File: src/rtl/ps2_pkg.sv
// Shared set-2 scan-code constants, receiver state encoding and the scan-code to
// Apple-1 ASCII lookup (bit7 always set on a valid character).
package ps2_pkg;

    localparam logic [7:0] SC_BREAK  = 8'hF0;
    localparam logic [7:0] SC_EXT    = 8'hE0;
    localparam logic [7:0] SC_LSHIFT = 8'h12;
    localparam logic [7:0] SC_RSHIFT = 8'h59;

    typedef enum logic [1:0] {RX_IDLE, RX_DATA, RX_PARITY, RX_STOP} rx_state_t;

    // Returns {valid, char}; letters are upper case regardless of shift.
    function automatic logic [8:0] ps2_to_ascii(input logic [7:0] code, input logic shift,
                                                input logic ext);
        logic [7:0] lo;
        logic [7:0] hi;
        lo = 8'h00;
        hi = 8'h00;
        if (ext) begin
            case (code)
                8'h6B:   lo = 8'h88;
                8'h74:   lo = 8'h95;
                8'h5A:   lo = 8'h8D;
                default: lo = 8'h00;
            endcase
            return {lo != 8'h00, lo};
        end
        case (code)
            8'h1C: lo = 8'hC1;  8'h32: lo = 8'hC2;  8'h21: lo = 8'hC3;  8'h23: lo = 8'hC4;
            8'h24: lo = 8'hC5;  8'h2B: lo = 8'hC6;  8'h34: lo = 8'hC7;  8'h33: lo = 8'hC8;
            8'h43: lo = 8'hC9;  8'h3B: lo = 8'hCA;  8'h42: lo = 8'hCB;  8'h4B: lo = 8'hCC;
            8'h3A: lo = 8'hCD;  8'h31: lo = 8'hCE;  8'h44: lo = 8'hCF;  8'h4D: lo = 8'hD0;
            8'h15: lo = 8'hD1;  8'h2D: lo = 8'hD2;  8'h1B: lo = 8'hD3;  8'h2C: lo = 8'hD4;
            8'h3C: lo = 8'hD5;  8'h2A: lo = 8'hD6;  8'h1D: lo = 8'hD7;  8'h22: lo = 8'hD8;
            8'h35: lo = 8'hD9;  8'h1A: lo = 8'hDA;
            8'h45: begin lo = 8'hB0; hi = 8'hA9; end
            8'h16: begin lo = 8'hB1; hi = 8'hA1; end
            8'h1E: begin lo = 8'hB2; hi = 8'hC0; end
            8'h26: begin lo = 8'hB3; hi = 8'hA3; end
            8'h25: begin lo = 8'hB4; hi = 8'hA4; end
            8'h2E: begin lo = 8'hB5; hi = 8'hA5; end
            8'h36: begin lo = 8'hB6; hi = 8'hDE; end
            8'h3D: begin lo = 8'hB7; hi = 8'hA6; end
            8'h3E: begin lo = 8'hB8; hi = 8'hAA; end
            8'h46: begin lo = 8'hB9; hi = 8'hA8; end
            8'h4E: begin lo = 8'hAD; hi = 8'hDF; end
            8'h55: begin lo = 8'hBD; hi = 8'hAB; end
            8'h41: begin lo = 8'hAC; hi = 8'hBC; end
            8'h49: begin lo = 8'hAE; hi = 8'hBE; end
            8'h4A: begin lo = 8'hAF; hi = 8'hBF; end
            8'h4C: begin lo = 8'hBB; hi = 8'hBA; end
            8'h52: begin lo = 8'hA7; hi = 8'hA2; end
            8'h29: lo = 8'hA0;
            8'h5A: lo = 8'h8D;
            8'h76: lo = 8'h9B;
            default: lo = 8'h00;
        endcase
        if (hi == 8'h00) hi = lo;
        if (shift) lo = hi;
        return {lo != 8'h00, lo};
    endfunction

endpackage

File: src/rtl/ps2_kbd_fifo_if.sv
// CPU-side keyboard register bus: pop strobe, error clear, head character, status.
interface ps2_kbd_fifo_if
    import ps2_pkg::*;
#(
    parameter int FIFO_DEPTH = 8
);
    // kbd_rd is a one-clock strobe: each clock it is high while kbd_count != 0 pops
    // exactly one character; strobes while empty are ignored. No ready back-pressure.
    logic                            kbd_rd;
    logic                            err_clr;
    logic [7:0]                      kbd;
    logic [$clog2(FIFO_DEPTH+1)-1:0] kbd_count;
    logic                            parity_err;
    logic                            frame_err;
    logic                            overflow;
    rx_state_t                       rx_state;

    modport master (output kbd_rd, err_clr,
                    input  kbd, kbd_count, parity_err, frame_err, overflow, rx_state);
    modport slave  (input  kbd_rd, err_clr,
                    output kbd, kbd_count, parity_err, frame_err, overflow, rx_state);
endinterface

File: src/rtl/ps2_line_filter.sv
// Two-flop synchroniser plus run-length filter: the output follows the pin only after
// FILTER_LEN consecutive samples disagree with it.
module ps2_line_filter #(
    parameter int FILTER_LEN = 16
) (
    input  logic clock,
    input  logic kbd_clr,
    input  logic raw,
    output logic filt
);
    localparam int FW = $clog2(FILTER_LEN);

    logic [1:0]    sync;
    logic [FW-1:0] cnt;

    always_ff @(posedge clock or posedge kbd_clr) begin
        if (kbd_clr) begin
            sync <= 2'b11;
            cnt  <= '0;
            filt <= 1'b1;
        end else begin
            sync <= {sync[0], raw};
            if (sync[1] == filt) begin
                cnt <= '0;
            end else if (cnt == FW'(FILTER_LEN - 1)) begin
                filt <= sync[1];
                cnt  <= '0;
            end else begin
                cnt <= cnt + FW'(1);
            end
        end
    end
endmodule

File: src/rtl/ps2_kbd_fifo.sv
// PS/2 keyboard receiver, set-2 decoder and character FIFO for the KBD register.
// Define PS2_EXTENDED_EN to decode E0-prefixed arrow and keypad-enter makes.
module ps2_kbd_fifo
    import ps2_pkg::*;
#(
    parameter int FILTER_LEN  = 16,
    parameter int FIFO_DEPTH  = 8,
    parameter int TIMEOUT_CYC = 20000
) (
    input logic           clock,
    input logic           kbd_clr,
    input logic           ps2_clk_in,
    input logic           ps2_dat_in,
    ps2_kbd_fifo_if.slave bus
);
    localparam int TW = $clog2(TIMEOUT_CYC);
    localparam int AW = $clog2(FIFO_DEPTH);
    localparam int CW = $clog2(FIFO_DEPTH + 1);
    localparam logic [CW-1:0] FULL_CNT = CW'(FIFO_DEPTH);

    logic clk_f, dat_f, clk_f_q, fall;

    ps2_line_filter #(.FILTER_LEN(FILTER_LEN)) u_clk_filt (
        .clock(clock), .kbd_clr(kbd_clr), .raw(ps2_clk_in), .filt(clk_f));
    ps2_line_filter #(.FILTER_LEN(FILTER_LEN)) u_dat_filt (
        .clock(clock), .kbd_clr(kbd_clr), .raw(ps2_dat_in), .filt(dat_f));

    assign fall = clk_f_q & ~clk_f;

    rx_state_t     state;
    logic [2:0]    bit_cnt;
    logic [7:0]    shreg;
    logic          par;
    logic [TW-1:0] tmo_cnt;
    logic          code_vld, perr_ev, ferr_ev;
    logic [7:0]    code;

    always_ff @(posedge clock or posedge kbd_clr) begin
        if (kbd_clr) begin
            state    <= RX_IDLE;
            clk_f_q  <= 1'b1;
            bit_cnt  <= '0;
            shreg    <= '0;
            par      <= 1'b0;
            tmo_cnt  <= '0;
            code_vld <= 1'b0;
            code     <= '0;
            perr_ev  <= 1'b0;
            ferr_ev  <= 1'b0;
        end else begin
            clk_f_q  <= clk_f;
            code_vld <= 1'b0;
            perr_ev  <= 1'b0;
            ferr_ev  <= 1'b0;
            if (fall) begin
                tmo_cnt <= '0;
                unique case (state)
                    RX_IDLE: begin
                        if (!dat_f) begin
                            state   <= RX_DATA;
                            bit_cnt <= '0;
                        end else begin
                            ferr_ev <= 1'b1;
                        end
                    end
                    RX_DATA: begin
                        shreg   <= {dat_f, shreg[7:1]};
                        bit_cnt <= bit_cnt + 3'd1;
                        if (bit_cnt == 3'd7) state <= RX_PARITY;
                    end
                    RX_PARITY: begin
                        par   <= dat_f;
                        state <= RX_STOP;
                    end
                    RX_STOP: begin
                        state <= RX_IDLE;
                        if (!dat_f) begin
                            ferr_ev <= 1'b1;
                        end else if (^{shreg, par}) begin
                            code_vld <= 1'b1;
                            code     <= shreg;
                        end else begin
                            perr_ev <= 1'b1;
                        end
                    end
                endcase
            end else if (state != RX_IDLE) begin
                if (tmo_cnt == TW'(TIMEOUT_CYC - 1)) begin
                    state   <= RX_IDLE;
                    tmo_cnt <= '0;
                    ferr_ev <= 1'b1;
                end else begin
                    tmo_cnt <= tmo_cnt + TW'(1);
                end
            end
        end
    end

    // Prefix flags persist across frames; ext-prefixed codes never touch shift.
    logic       brk, ext, shift, push_vld;
    logic [7:0] push_char;

    always_ff @(posedge clock or posedge kbd_clr) begin
        if (kbd_clr) begin
            brk       <= 1'b0;
            ext       <= 1'b0;
            shift     <= 1'b0;
            push_vld  <= 1'b0;
            push_char <= '0;
        end else begin
            push_vld <= 1'b0;
            if (code_vld) begin
                if (code == SC_BREAK) begin
                    brk <= 1'b1;
                end else if (code == SC_EXT) begin
                    ext <= 1'b1;
                end else begin
                    brk <= 1'b0;
                    ext <= 1'b0;
                    if (ext) begin
`ifdef PS2_EXTENDED_EN
                        if (!brk) {push_vld, push_char} <= ps2_to_ascii(code, shift, 1'b1);
`endif
                    end else if (code == SC_LSHIFT || code == SC_RSHIFT) begin
                        shift <= ~brk;
                    end else if (!brk) begin
                        {push_vld, push_char} <= ps2_to_ascii(code, shift, 1'b0);
                    end
                end
            end
        end
    end

    logic [7:0]    mem [FIFO_DEPTH];
    logic [AW-1:0] wr_ptr, rd_ptr;
    logic [CW-1:0] count;
    logic          do_pop, do_push;
    logic          parity_err, frame_err, overflow;

    assign do_pop  = bus.kbd_rd && (count != '0);
    assign do_push = push_vld && ((count != FULL_CNT) || do_pop);

    always_ff @(posedge clock or posedge kbd_clr) begin
        if (kbd_clr) begin
            wr_ptr     <= '0;
            rd_ptr     <= '0;
            count      <= '0;
            parity_err <= 1'b0;
            frame_err  <= 1'b0;
            overflow   <= 1'b0;
        end else begin
            if (do_push) wr_ptr <= wr_ptr + AW'(1);
            if (do_pop)  rd_ptr <= rd_ptr + AW'(1);
            if (do_push && !do_pop)      count <= count + CW'(1);
            else if (do_pop && !do_push) count <= count - CW'(1);
            if (perr_ev)          parity_err <= 1'b1;
            else if (bus.err_clr) parity_err <= 1'b0;
            if (ferr_ev)          frame_err <= 1'b1;
            else if (bus.err_clr) frame_err <= 1'b0;
            if (push_vld && !do_push) overflow <= 1'b1;
            else if (bus.err_clr)     overflow <= 1'b0;
        end
    end

    // When full with a simultaneous pop, the write lands in the slot being vacated.
    always_ff @(posedge clock) begin
        if (do_push) mem[wr_ptr] <= push_char;
    end

    assign bus.kbd        = (count != '0) ? mem[rd_ptr] : 8'h00;
    assign bus.kbd_count  = count;
    assign bus.parity_err = parity_err;
    assign bus.frame_err  = frame_err;
    assign bus.overflow   = overflow;
    assign bus.rx_state   = state;
endmodule

File: src/flat_wrapper.sv
// flat-port wrapper written by rule: the top's interface ports become plain ports
module ps2_kbd_fifo_flat import ps2_pkg::*;
#(
    parameter int FILTER_LEN  = 16,
    parameter int FIFO_DEPTH  = 8,
    parameter int TIMEOUT_CYC = 20000
)
  (clock, kbd_clr, ps2_clk_in, ps2_dat_in, bus_kbd_rd, bus_err_clr, bus_kbd, bus_kbd_count, bus_parity_err, bus_frame_err, bus_overflow, bus_rx_state);
  ps2_kbd_fifo_if #(.FIFO_DEPTH(FIFO_DEPTH)) bus_i ();
  input logic clock;
  input logic kbd_clr;
  input logic ps2_clk_in;
  input logic ps2_dat_in;
  input wire logic [$bits(bus_i.kbd_rd)-1:0] bus_kbd_rd;
  input wire logic [$bits(bus_i.err_clr)-1:0] bus_err_clr;
  output wire logic [$bits(bus_i.kbd)-1:0] bus_kbd;
  output wire logic [$bits(bus_i.kbd_count)-1:0] bus_kbd_count;
  output wire logic [$bits(bus_i.parity_err)-1:0] bus_parity_err;
  output wire logic [$bits(bus_i.frame_err)-1:0] bus_frame_err;
  output wire logic [$bits(bus_i.overflow)-1:0] bus_overflow;
  output wire logic [$bits(bus_i.rx_state)-1:0] bus_rx_state;
  assign bus_i.kbd_rd = bus_kbd_rd;
  assign bus_i.err_clr = bus_err_clr;
  assign bus_kbd = bus_i.kbd;
  assign bus_kbd_count = bus_i.kbd_count;
  assign bus_parity_err = bus_i.parity_err;
  assign bus_frame_err = bus_i.frame_err;
  assign bus_overflow = bus_i.overflow;
  assign bus_rx_state = bus_i.rx_state;
  ps2_kbd_fifo #(.FILTER_LEN(FILTER_LEN), .FIFO_DEPTH(FIFO_DEPTH), .TIMEOUT_CYC(TIMEOUT_CYC)) u_core (.clock(clock), .kbd_clr(kbd_clr), .ps2_clk_in(ps2_clk_in), .ps2_dat_in(ps2_dat_in), .bus(bus_i));
endmodule
File: config.mk
export PLATFORM = sky130hd
export DESIGN_NAME = ps2_kbd_fifo_flat
export DESIGN_NICKNAME = d
export VERILOG_FILES = /design/src/rtl/ps2_pkg.sv /design/src/rtl/ps2_kbd_fifo_if.sv /design/src/rtl/ps2_line_filter.sv /design/src/rtl/ps2_kbd_fifo.sv /design/src/flat_wrapper.sv
export SDC_FILE = /design/constraint.sdc
export NUM_CORES = 1
export LEC_CHECK = 0
export CORE_UTILIZATION = 53
export CTS_BUF_LIST = sky130_fd_sc_hd__clkbuf_8 sky130_fd_sc_hd__clkbuf_16
export DETAILED_ROUTE_END_ITERATION = 10
export PLACE_DENSITY_LB_ADDON = 0.15
export SETUP_SLACK_MARGIN = 0.15
export SLEW_MARGIN = 20
export SYNTH_ARGS = -nofsm -noshare
export SYNTH_HDL_FRONTEND = slang
export SYNTH_SLANG_ARGS = --single-unit
File: constraint.sdc
create_clock -name clock -period 3.4 [get_ports clock]
set_clock_uncertainty 0.2 [all_clocks]
set_input_delay 0.68 -clock clock [delete_from_list [all_inputs] [get_ports clock]]
set_output_delay 0.68 -clock clock [all_outputs]
set_load 0.01 [all_outputs]
=== Word level (Yosys, flattened, before mapping) ===
Memory sizes are Yosys's and may differ from the RTL's.
Index checks and enable logic that the tools add are counted.

* ROM bits: 0
* Input bits: 6
* Output and inout port bits: 17
* Memory bits (writable): 64
* Bits in latches: 0
* Memories: 1
* Bits in registers: 80

{| class="wikitable"
|+ Memory list
! name !! words !! width !! read ports !! clocked after Yosys merged registers in !! wr ports !! RTL line !! source
|-
| u_core.mem || 8 || 8 || 1 || 0 || 1 || ps2_kbd_fifo.sv:134 || <nowiki>logic [7:0] mem [FIFO_DEPTH];</nowiki>
|}

* Shift-type cells: 0
* $lt $le $gt $ge: 0
* Add/sub/neg operators: 8
* Eq/ne operators: 64
* Mux-type cells: 63
* $mul: 0
* Bitwise operators: 9
* Reductions and logical operators: 33
* Divide/modulo/power cells: 0

{| class="wikitable"
|+ Operator list
! cell !! count
|-
| 8-bit case mux with 46 select lines || 1
|-
| 8-bit by 6-bit == test with 1-bit output, second input constant || 23
|-
| 8-bit by 7-bit == test with 1-bit output, second input constant || 17
|-
| 8-bit case mux with 17 select lines || 1
|-
| 8-bit two-way mux || 15
|-
| 8-bit by 5-bit == test with 1-bit output, second input constant || 8
|-
| 15-bit two-way mux || 3
|-
| 1-bit two-way mux || 28
|-
| 4-bit two-way mux || 6
|-
| 8-bit == test, second input constant || 2
|-
| 2-bit nonzero test || 8
|-
| 15-bit by 1-bit adder with 15-bit output, second input constant || 1
|-
| 15-bit == test, second input constant || 1
|-
| 4-bit by 1-bit adder with 4-bit output, second input constant || 3
|-
| 2-bit AND reduction || 6
|-
| 2-bit two-way mux || 5
|-
| 3-bit by 1-bit adder with 3-bit output, second input constant || 3
|-
| 9-bit XOR reduction || 1
|-
| 4-bit == test, second input constant || 2
|-
| 8-bit logical NOT || 1
|-
| 1-bit NOT || 8
|-
| 2-bit case mux with 4 select lines || 1
|-
| 4-bit AND reduction || 2
|-
| 8-bit nonzero test || 1
|-
| 21 further kinds || 30
|}

=== Logic depth before layout (Yosys ltp) ===
Gate-level depths: netlist of the first run.

* Word-level depth: 24
* Depth in mapped cells: 12
* Mapped depth without buffers: 12

=== Hierarchy ===
Synthesis of the first run repeated with hierarchy kept, for this count alone.

* Cells, all modules: 642
* Area, all modules: 7,627.3 um^2

{| class="wikitable"
|+ By module, submodules not included
! module !! cells each !! times used !! area each (um^2)
|-
| ps2_kbd_fifo || 602 || 1 || 7,064.3
|-
| ps2_line_filter (u_core.u_dat_filt) || 21 || 1 || 284.0
|-
| ps2_line_filter (u_core.u_clk_filt) || 19 || 1 || 279.0
|}

=== Worst setup path before layout of the first run ===
OpenSTA, ideal clock, no wires.

* Path type: reg-to-reg
* From: register u_core.count[1] (netlist: u_core.bus.kbd_count[1])
* To: register u_core.count[3] (netlist: u_core.bus.kbd_count[3])
* Required time: 3.072 ns
* Clock period less this slack: 3.021 ns
* Library setup time: 0.128 ns
* Buffers on the path: 0
* Slack: 0.379 ns
* Cell stages (with the launch flop): 11
* Data arrival time: 2.693 ns
* Cells stage by stage: dfrtp_1 nor4_1 nand2b_1 ha_1 inv_1 ha_1 a21o_1 a21oi_1 xnor2_1 nor2_1 xor2_1

* Cells in the longest elaborated chain, start to end: 7
* Elaborated cells between the ends (all ways): 14
* Classes of those cells: 2 x add/sub; 1 x eq/ne; 2 x mux; 9 x reduce/logical

{| class="wikitable"
|+ Ends and longest elaborated chain
! item !! RTL line !! source
|-
| start: declaration || ps2_kbd_fifo.sv:136 || <nowiki>logic [CW-1:0] count;</nowiki>
|-
| start signal: assignment || ps2_kbd_fifo.sv:154 || <nowiki>if (do_push && !do_pop) count <= count + CW'(1);</nowiki>
|-
| start signal: assignment || ps2_kbd_fifo.sv:155 || <nowiki>else if (do_pop && !do_push) count <= count - CW'(1);</nowiki>
|-
| parallel branches: the longest is 7 deep, another holds 4-bit by 1-bit subtractor with 4-bit output || n/a ||
|}

Several ways; the timed one is not identified. The select of a mux whose other input is x is not followed.
A chain may end at the register's enable or synchronous reset.

=== Worst setup path after layout of the first run ===
* From: register u_core.rd_ptr[0]
* To: output port bus_kbd[6]

* Cells in the longest elaborated chain, start to end: 2

{| class="wikitable"
|+ Ends and longest elaborated chain
! item !! RTL line !! source
|-
| start: declaration || ps2_kbd_fifo.sv:135 || <nowiki>logic [AW-1:0] wr_ptr, rd_ptr;</nowiki>
|-
| start signal: assignment || ps2_kbd_fifo.sv:153 || <nowiki>if (do_pop) rd_ptr <= rd_ptr + AW'(1);</nowiki>
|-
| memory 8 x 8 bit || n/a ||
|-
| 8-bit two-way mux || ps2_kbd_fifo.sv:170 || <nowiki>assign bus.kbd = (count != '0) ? mem[rd_ptr] : 8'h00;</nowiki>
|-
| end: declaration || flat_wrapper.sv:16 || <nowiki>output wire logic [$bits(bus_i.kbd)-1:0] bus_kbd;</nowiki>
|}

Every way passes these cells.

==> impl_metrics.py, run 1 <==
metrics = {
    "sta": {
        "worst_hold_slack_ns": 0.156,
        "finalWorstPathRequiredPeriod_ns": 3.11,
        "slew_headroom_pct": 50.2,
        "fin_tns_setup_ns": 0,
        "grt_setup_unrepaired": "false",
        "finalSetupViolCount": 0,
        "slew_viol_final": 0,
        "timing.fmax_ghz": 0.322,
        "max_slew.worst_pin.slew_ns": 0.747,
        "layout_worst_path_cycle_share_pct": 91.5,
        "hold_viol": 0,
    },
    "clock_network": {
        "tritoncts.num_buffers": 17,
        "htree_num_levels": 4,
        "cts.hold.buffers_added": 0,
        "clockRootBuffer": "sky130_fd_sc_hd__clkbuf_16",
        "clock_latency_on_the_worst_skew_pair_ns": 0.42,
        "worst_setup_hold_path_clk_slew_ns": 0.06,
        "setup_bufs_post_cts": 0,
        "cts.sink_count": 144,
        "clock_tree_from_tritoncts": "done",
        "clk_path_buf_depth": 2,
    },
    "die": {
        "rows": 42,
        "start_util_pct": 55.2,
        "ios": 23,
        "coreArea_um2": 13500,
        "dieWidth_um": 121,
        "total_die_area_um2": 14500,
        "fp.dieH_um": 121,
    },
    "placed_design": {
        "dp.final_hpwl_um": 10900,
        "dpl-instance-area_um2": 7910,
        "gp_congestion": 0.956,
        "count_of_buffers_from_port_buffering": 22,
    },
    "yosys": {
        "ys_top_cells_by_area": "sky130_fd_sc_hd__edfxtp_1 26%, sky130_fd_sc_hd__dfrtp_1 25%, sky130_fd_sc_hd__mux4_2 4.8%, sky130_fd_sc_hd__mux2_2 2.9%, sky130_fd_sc_hd__nor2_1 2.6%",
        "post_synthesis_sequential_area_ratio_pct": 52.7,
        "yosys.cell_types.count": 79,
        "synth_seq_cells": 144,
        "synth_edf_count": 64,
        "yosys.area.top_type": "sky130_fd_sc_hd__edfxtp_1",
        "async_s_r_ff_share_synth_pct": 55.6,
        "synth_warnings": 0,
        "synth_area_per_cell_um2": 11.8,
        "syn_area_um2": 7460,
        "synth_fp_nets": 652,
        "synthDominantCellAreaShare_pct": 25.8,
        "synth_top_flop_cell": "sky130_fd_sc_hd__dfrtp_1",
        "synthCells": 631,
    },
    "layout": {
        "syn_to_final_growth_pct": 14.5,
        "drive_above_1_share_pct": 17.4,
        "antenna_cells_inserted": 0,
        "design_area_um2": 8540,
        "finalNetCount": 681,
    },
    "setup_path": {
        "r2r_cells": 7,
        "worstPathRequired_ns": 2.52,
        "startpoint_type": "flip-flop",
        "r2r-start": "u_core.code[3]",
        "worst_setup_path_startpoint": "u_core.rd_ptr[0]",
        "cp.arrival_ns": 2.23,
        "critical_path_peak_fanout": 18,
        "setup.worst_path.class": "reg2out",
        "cp-end-kind": "primary output",
    },
    "power_and_ir_drop": {
        "vdd_ir_drop_max_uv": 305,
        "leakagePower_nw": 3.53,
        "finalPower_w": 0.00430,
        "powerDensity_nw_per_um2": 504,
    },
    "grt": {
        "grt_pass1_wl_um": 25600,
        "globalRoute.totalOverflow": 0,
        "antenna_found_initial": 0,
        "pin_count_of_the_biggest_net_entering_global_routing": 40,
        "first_global_vias": 4952,
        "total_routing_usage_gr_pct": 22.8,
    },
    "worst_hold_path": {
        "worstHoldPathCells": 0,
        "min-delay-start": "u_core.u_dat_filt.sync[0]",
        "hp-class": "reg2reg",
    },
    "detailed_routing": {
        "route.final.wire_length_um": 15600,
        "drt-vias-per-instance": 6.10,
        "count_of_unresolved_drc_violations_after_routing": 0,
        "antenna_left": 0,
        "route.vias.total": 5180,
        "wl_per_cell_um": 18.3,
        "drtPass1Iterations": 5,
        "dr.first_iter.drc_count": 570,
    },
    "run": {
        "max-cap-violations": 0,
    },
    "status": {
        "outcome": "finished clean",
    },
}
[through the flow]
stage / util [%] / setup WS (ns) / instances
after floorplan: - / 0.379 / 631
after global placement: 58.6 / 0.307 / 817
after detailed placement: 58.6 / 0.239 / 817
after CTS: 63.2 / 0.211 / 849
after global routing: 63.2 / 0.174 / 849
final: 63.2 / 0.290 / 849
[final timing paths]
check                                             to  slack [ns]
min                        u_core.u_dat_filt.sync[1]        0.16
min reg2reg                u_core.u_dat_filt.sync[1]        0.16
max                                       bus_kbd[6]        0.29
max reg2reg                      u_core.push_char[5]        0.32
max in group asynchronous     u_core.u_dat_filt.filt        1.86
min in group asynchronous       u_core.bus.frame_err        0.49
[worst max-delay path, stage by stage (launching register included)]
cell                              delay [ns]
sky130_fd_sc_hd__dfrtp_1                0.38
sky130_fd_sc_hd__buf_12                 0.20
sky130_fd_sc_hd__mux4_2                 0.51
sky130_fd_sc_hd__mux2i_1                0.20
sky130_fd_sc_hd__nor2_1                 0.06
sky130_fd_sc_hd__clkdlybuf4s50_1        0.47
[per-layer routing]
metal | GRT usage [%] | share of wire (%) | routed length (um) | up-vias
li1 | - | - | - | 2401
met1 | 30.9 | 45 | 7050 | 2573
met2 | 36.2 | 47 | 7400 | 170
met3 | 4.86 | 4.9 | 763 | 36
met4 | 8.33 | 2.3 | 358 | 0
met5 | 0 | 0 | 0 | -
[state kept, by name, summed over array words and instances (netlist names), 4 cells and up]
register and count:
u_core.tmo_cnt 15, u_core.bus.kbd_count 4, u_core.code 8, u_core.u_dat_filt.cnt 4, u_core.mem 64, u_core.push_char 8, u_core.u_clk_filt.cnt 4, u_core.shreg 8
[cells in the mapped netlist, drive strengths merged, types with 7 or more instances]
cell / instances
xor2: 12
mux4: 16
a32o: 8
mux2i: 12
nand3: 21
nand2: 51
clkbuf: 16
dfrtp: 73
dfstp: 7
nor3: 10
mux2: 19
xnor2: 22
a22oi: 7
nand2b: 12
ha: 14
a21o: 7
nor2: 52
nand4: 8
nor2b: 12
edfxtp: 64
a21oi: 21
o21ai: 35
buf: 23
inv: 16
[layout make-up]
type,count,area (um2)
sequential,144,3930
clock buffer,22,539
multi-input combinational,432,3260
tap,176,220
clock inverter,10,78.8
inverter,16,61.3
timing repair buffer,49,448
fill,1030,4960
[timing repair]
action | 4_1_cts | 5_1_grt
hold endpoints to repair | 0 | 0
gates resized for setup | 2 | 2
setup endpoints to repair | 8 | 6
[kinds of logic (layout without fill, tap and decap cells)]
group	after synthesis	in the layout	share of synthesized area, %
adders and majority gates	15	15	2.62
and+or+nand+nor	211	211	16.0
buffers and inverters	55	97	3.54
AOI/OAI and AO/OA	125	125	11.8
xor gates and xnor gates	34	34	3.99
muxes	47	47	9.31
DFF	144	144	52.7
[cells in the final DEF (no fill, tap or decap), types with 4 or more instances in the layout]
| cell type | instances |
|---|---|
| sky130_fd_sc_hd__nand3b_1 | 5 |
| sky130_fd_sc_hd__nand2_1 | 51 |
| sky130_fd_sc_hd__a21o_1 | 7 |
| sky130_fd_sc_hd__clkdlybuf4s50_1 | 22 |
| sky130_fd_sc_hd__o21ai_0 | 33 |
| sky130_fd_sc_hd__dfstp_2 | 7 |
| sky130_fd_sc_hd__ha_1 | 14 |
| sky130_fd_sc_hd__a22oi_1 | 7 |
| sky130_fd_sc_hd__mux4_2 | 16 |
| sky130_fd_sc_hd__nor3_1 | 10 |
| sky130_fd_sc_hd__nand2b_1 | 12 |
| sky130_fd_sc_hd__a22o_1 | 6 |
| sky130_fd_sc_hd__a32o_1 | 8 |
| sky130_fd_sc_hd__a21oi_1 | 21 |
| sky130_fd_sc_hd__clkinv_2 | 4 |
| sky130_fd_sc_hd__and3_1 | 5 |
| sky130_fd_sc_hd__nand3_1 | 21 |
| sky130_fd_sc_hd__o22ai_1 | 4 |
| sky130_fd_sc_hd__dfrtp_1 | 72 |
| sky130_fd_sc_hd__a31oi_1 | 4 |
| sky130_fd_sc_hd__inv_1 | 18 |
| sky130_fd_sc_hd__nand4_1 | 8 |
| sky130_fd_sc_hd__nand4b_1 | 4 |
| sky130_fd_sc_hd__xnor2_1 | 22 |
| sky130_fd_sc_hd__xor2_1 | 12 |
| sky130_fd_sc_hd__clkbuf_16 | 21 |
| sky130_fd_sc_hd__o31ai_1 | 4 |
| sky130_fd_sc_hd__nor2b_1 | 12 |
| sky130_fd_sc_hd__mux2i_1 | 12 |
| sky130_fd_sc_hd__buf_4 | 25 |
| sky130_fd_sc_hd__edfxtp_1 | 64 |
| sky130_fd_sc_hd__mux2_2 | 19 |
| sky130_fd_sc_hd__nor2_1 | 52 |
[report_power, final]
| part | switching [W] | internal (W) | leakage [nW] | total (W) |
|---|---|---|---|---|
| Combinational | 0.000178 | 0.000256 | 1.40 | 0.000434 |
| Clock | 0.000691 | 0.00119 | 0.308 | 0.00188 |
| Sequential | 0.000125 | 0.00186 | 1.82 | 0.00199 |
Note: power is estimated with default switching activity, not from simulation.
==> run 2, diff against run 1 <==
--- a/config.mk
+++ b/config.mk
@@ -8,7 +8,7 @@
 export CORE_UTILIZATION = 53
 export CTS_BUF_LIST = sky130_fd_sc_hd__clkbuf_8 sky130_fd_sc_hd__clkbuf_16
 export DETAILED_ROUTE_END_ITERATION = 10
-export PLACE_DENSITY_LB_ADDON = 0.15
+export PLACE_DENSITY = 0.8
 export SETUP_SLACK_MARGIN = 0.15
 export SLEW_MARGIN = 20
 export SYNTH_ARGS = -nofsm -noshare
==> run 2 against run 1 <==
Via count is 3.0% higher. Sequential share of layout area is 0.094 points lower. Total power is 1.1% lower. Highest routed layer unchanged. Largest cell class unchanged.
==> impl_metrics.py, run 2 (same netlist as run 1, synthesis figures left out) <==
metrics = {
    "power_and_ir_drop": {
        "powerDensity_nw_per_um2": 497,
        "leakagePower_nw": 3.55,
        "vdd_ir_drop_max_uv": 363,
    },
    "detailed_routing": {
        "drt-vias-per-instance": 6.25,
        "route.final.wire_length_um": 17000,
        "wl_per_cell_um": 19.9,
        "drtPass1Iterations": 5,
        "dr.first_iter.drc_count": 599,
        "count_of_unresolved_drc_violations_after_routing": 0,
        "antenna_left": 0,
        "route.vias.total": 5334,
    },
    "setup_path": {
        "startpoint_type": "flip-flop",
        "worst_setup_path_startpoint": "u_core.rd_ptr[0]",
        "r2r-start": "u_core.code[6]",
        "setup.worst_path.class": "reg2out",
        "cp.arrival_ns": 2.23,
        "worstPathRequired_ns": 2.52,
        "cp-end-kind": "primary output",
        "critical_path_peak_fanout": 18,
    },
    "die": {
        "rows": 42,
        "total_die_area_um2": 14500,
        "start_util_pct": 55.2,
        "ios": 23,
        "coreArea_um2": 13500,
        "fp.dieH_um": 121,
        "dieWidth_um": 121,
    },
    "clock_network": {
        "clockRootBuffer": "sky130_fd_sc_hd__clkbuf_16",
        "clock_latency_on_the_worst_skew_pair_ns": 0.42,
        "cts.sink_count": 144,
        "htree_num_levels": 4,
        "worst_setup_hold_path_clk_slew_ns": 0.06,
        "clk_path_buf_depth": 2,
        "tritoncts.num_buffers": 17,
        "clock_tree_from_tritoncts": "done",
    },
    "layout": {
        "flip_flop_count_of_the_largest_register_after_layout": 64,
        "antenna_cells_inserted": 0,
        "mostFrequentLayoutCell": "sky130_fd_sc_hd__dfrtp_1",
        "largest_register_by_flop_count": "u_core.mem",
        "drive_above_1_share_pct": 18.1,
        "finalNetCount": 686,
        "fin_cells": 854,
        "reg.largest.list": "u_core.mem (64), u_core.tmo_cnt (15)",
        "highest_count_cells_in_the_layout_ignoring_fill_and_taps": "72 x sky130_fd_sc_hd__dfrtp_1, 64 x sky130_fd_sc_hd__edfxtp_1, 52 x sky130_fd_sc_hd__nor2_1",
        "syn_to_final_growth_pct": 14.8,
    },
    "sta": {
        "layout_worst_path_cycle_share_pct": 91.4,
        "fin_tns_setup_ns": 0,
        "finalWorstPathRequiredPeriod_ns": 3.11,
        "hold_viol": 0,
        "timing.final.ws_setup_ns": 0.291,
        "max_slew.worst_pin.slew_ns": 0.785,
        "slew_viol_final": 0,
        "grt_setup_unrepaired": "false",
        "slew_headroom_pct": 47.6,
        "timing.fmax_ghz": 0.322,
        "finalSetupViolCount": 0,
    },
    "grt": {
        "pin_count_of_the_biggest_net_entering_global_routing": 40,
        "total_routing_usage_gr_pct": 25.0,
        "grt_pass1_wl_um": 27600,
        "antenna_found_initial": 0,
        "globalRoute.totalOverflow": 0,
        "first_global_vias": 5325,
    },
    "placed_design": {
        "dp.final_hpwl_um": 11700,
        "place_inst": 822,
        "place_ws_ns": 0.146,
        "count_of_buffers_from_port_buffering": 22,
        "gp_congestion": 0.909,
    },
    "status": {
        "outcome": "finished clean",
    },
    "worst_hold_path": {
        "min-delay-start": "u_core.u_clk_filt.sync[0]",
        "hp-class": "reg2reg",
    },
    "run": {
        "max-cap-violations": 0,
    },
}
[run 2: cell types whose count changed in the layout (fill, tap and decap cells not counted), sizes merged]
cell	before	now
clkinv	4	7
buf	27	32
clkbuf	22	19
clkinvlp	3	0
inv	18	21
[run 2: worst paths after layout]
path | end | slack (ns) | cells after the start
max in group asynchronous | u_core.rd_ptr[1] | 1.78 | 3
min in group asynchronous | u_core.u_clk_filt.cnt[3] | 0.45 | 2
worst max register to register | u_core.push_char[1] | 0.43 | 7
worst max-delay path | bus_kbd[0] | 0.29 | 5
worst min-delay path | u_core.u_clk_filt.sync[1] | 0.15 | 0
worst min register to register | u_core.u_clk_filt.sync[1] | 0.15 | 0
[run 2: timing repair]
action | in CTS | in global routing
endpoints found under the setup margin | 8 | 6
resized for setup | 2 | 2
hold buffers | 0 | 0
setup buffers | 0 | 0
hold endpoints to repair | 0 | 0
[run 2: worst max-delay path: stages (launching register included)]
cell and delay, ns:
sky130_fd_sc_hd__dfrtp_1 0.37, sky130_fd_sc_hd__buf_12 0.20, sky130_fd_sc_hd__mux4_2 0.55, sky130_fd_sc_hd__mux2i_1 0.16, sky130_fd_sc_hd__nor2_1 0.06, sky130_fd_sc_hd__clkdlybuf4s50_1 0.47
[run 2: cell type report]
| type | instances | area (um2) |
|---|---|---|
| fillers | 1002 | 4950 |
| flip-flops and latches | 144 | 3930 |
| multi-input cells | 432 | 3260 |
| repair buffers | 54 | 498 |
| clock buffers | 19 | 475 |
| well taps | 176 | 220 |
| clock inverters | 13 | 110 |
| inverters | 16 | 61.3 |
[run 2: power breakdown]
part	switching, W	total (W)	internal [W]
Combinational	0.000194	0.000452	0.000258
Sequential	0.000128	0.00199	0.00186
Clock	0.000720	0.00181	0.00109
Total	0.00104	0.00425	0.00321
[run 2: per-layer routing]
| metal | GRT usage, % | routed length [um] | vias up | part of all wire [%] |
|---|---|---|---|---|
| met2 | 41.7 | 8550 | 184 | 50 |
| met5 | 0 | 0 | - | 0 |
| met4 | 9.49 | 319 | 0 | 1.9 |
| met3 | 5.05 | 947 | 35 | 5.6 |
| li1 | - | - | 2414 | - |
| met1 | 32.1 | 7140 | 2701 | 42 |
[run 2: through the flow]
stage               utilization, %  power [W]  instance area, um2  hold slack [ns]
finish                        63.4    0.00425                8560            0.152
global route                  63.4    0.00440                8560            0.156
CTS                           63.3    0.00427                8550            0.151
detailed placement            58.9    0.00246                7960            0.147
global placement              58.9    0.00242                7960            0.146
floorplan                        -    0.00230                7460            0.145
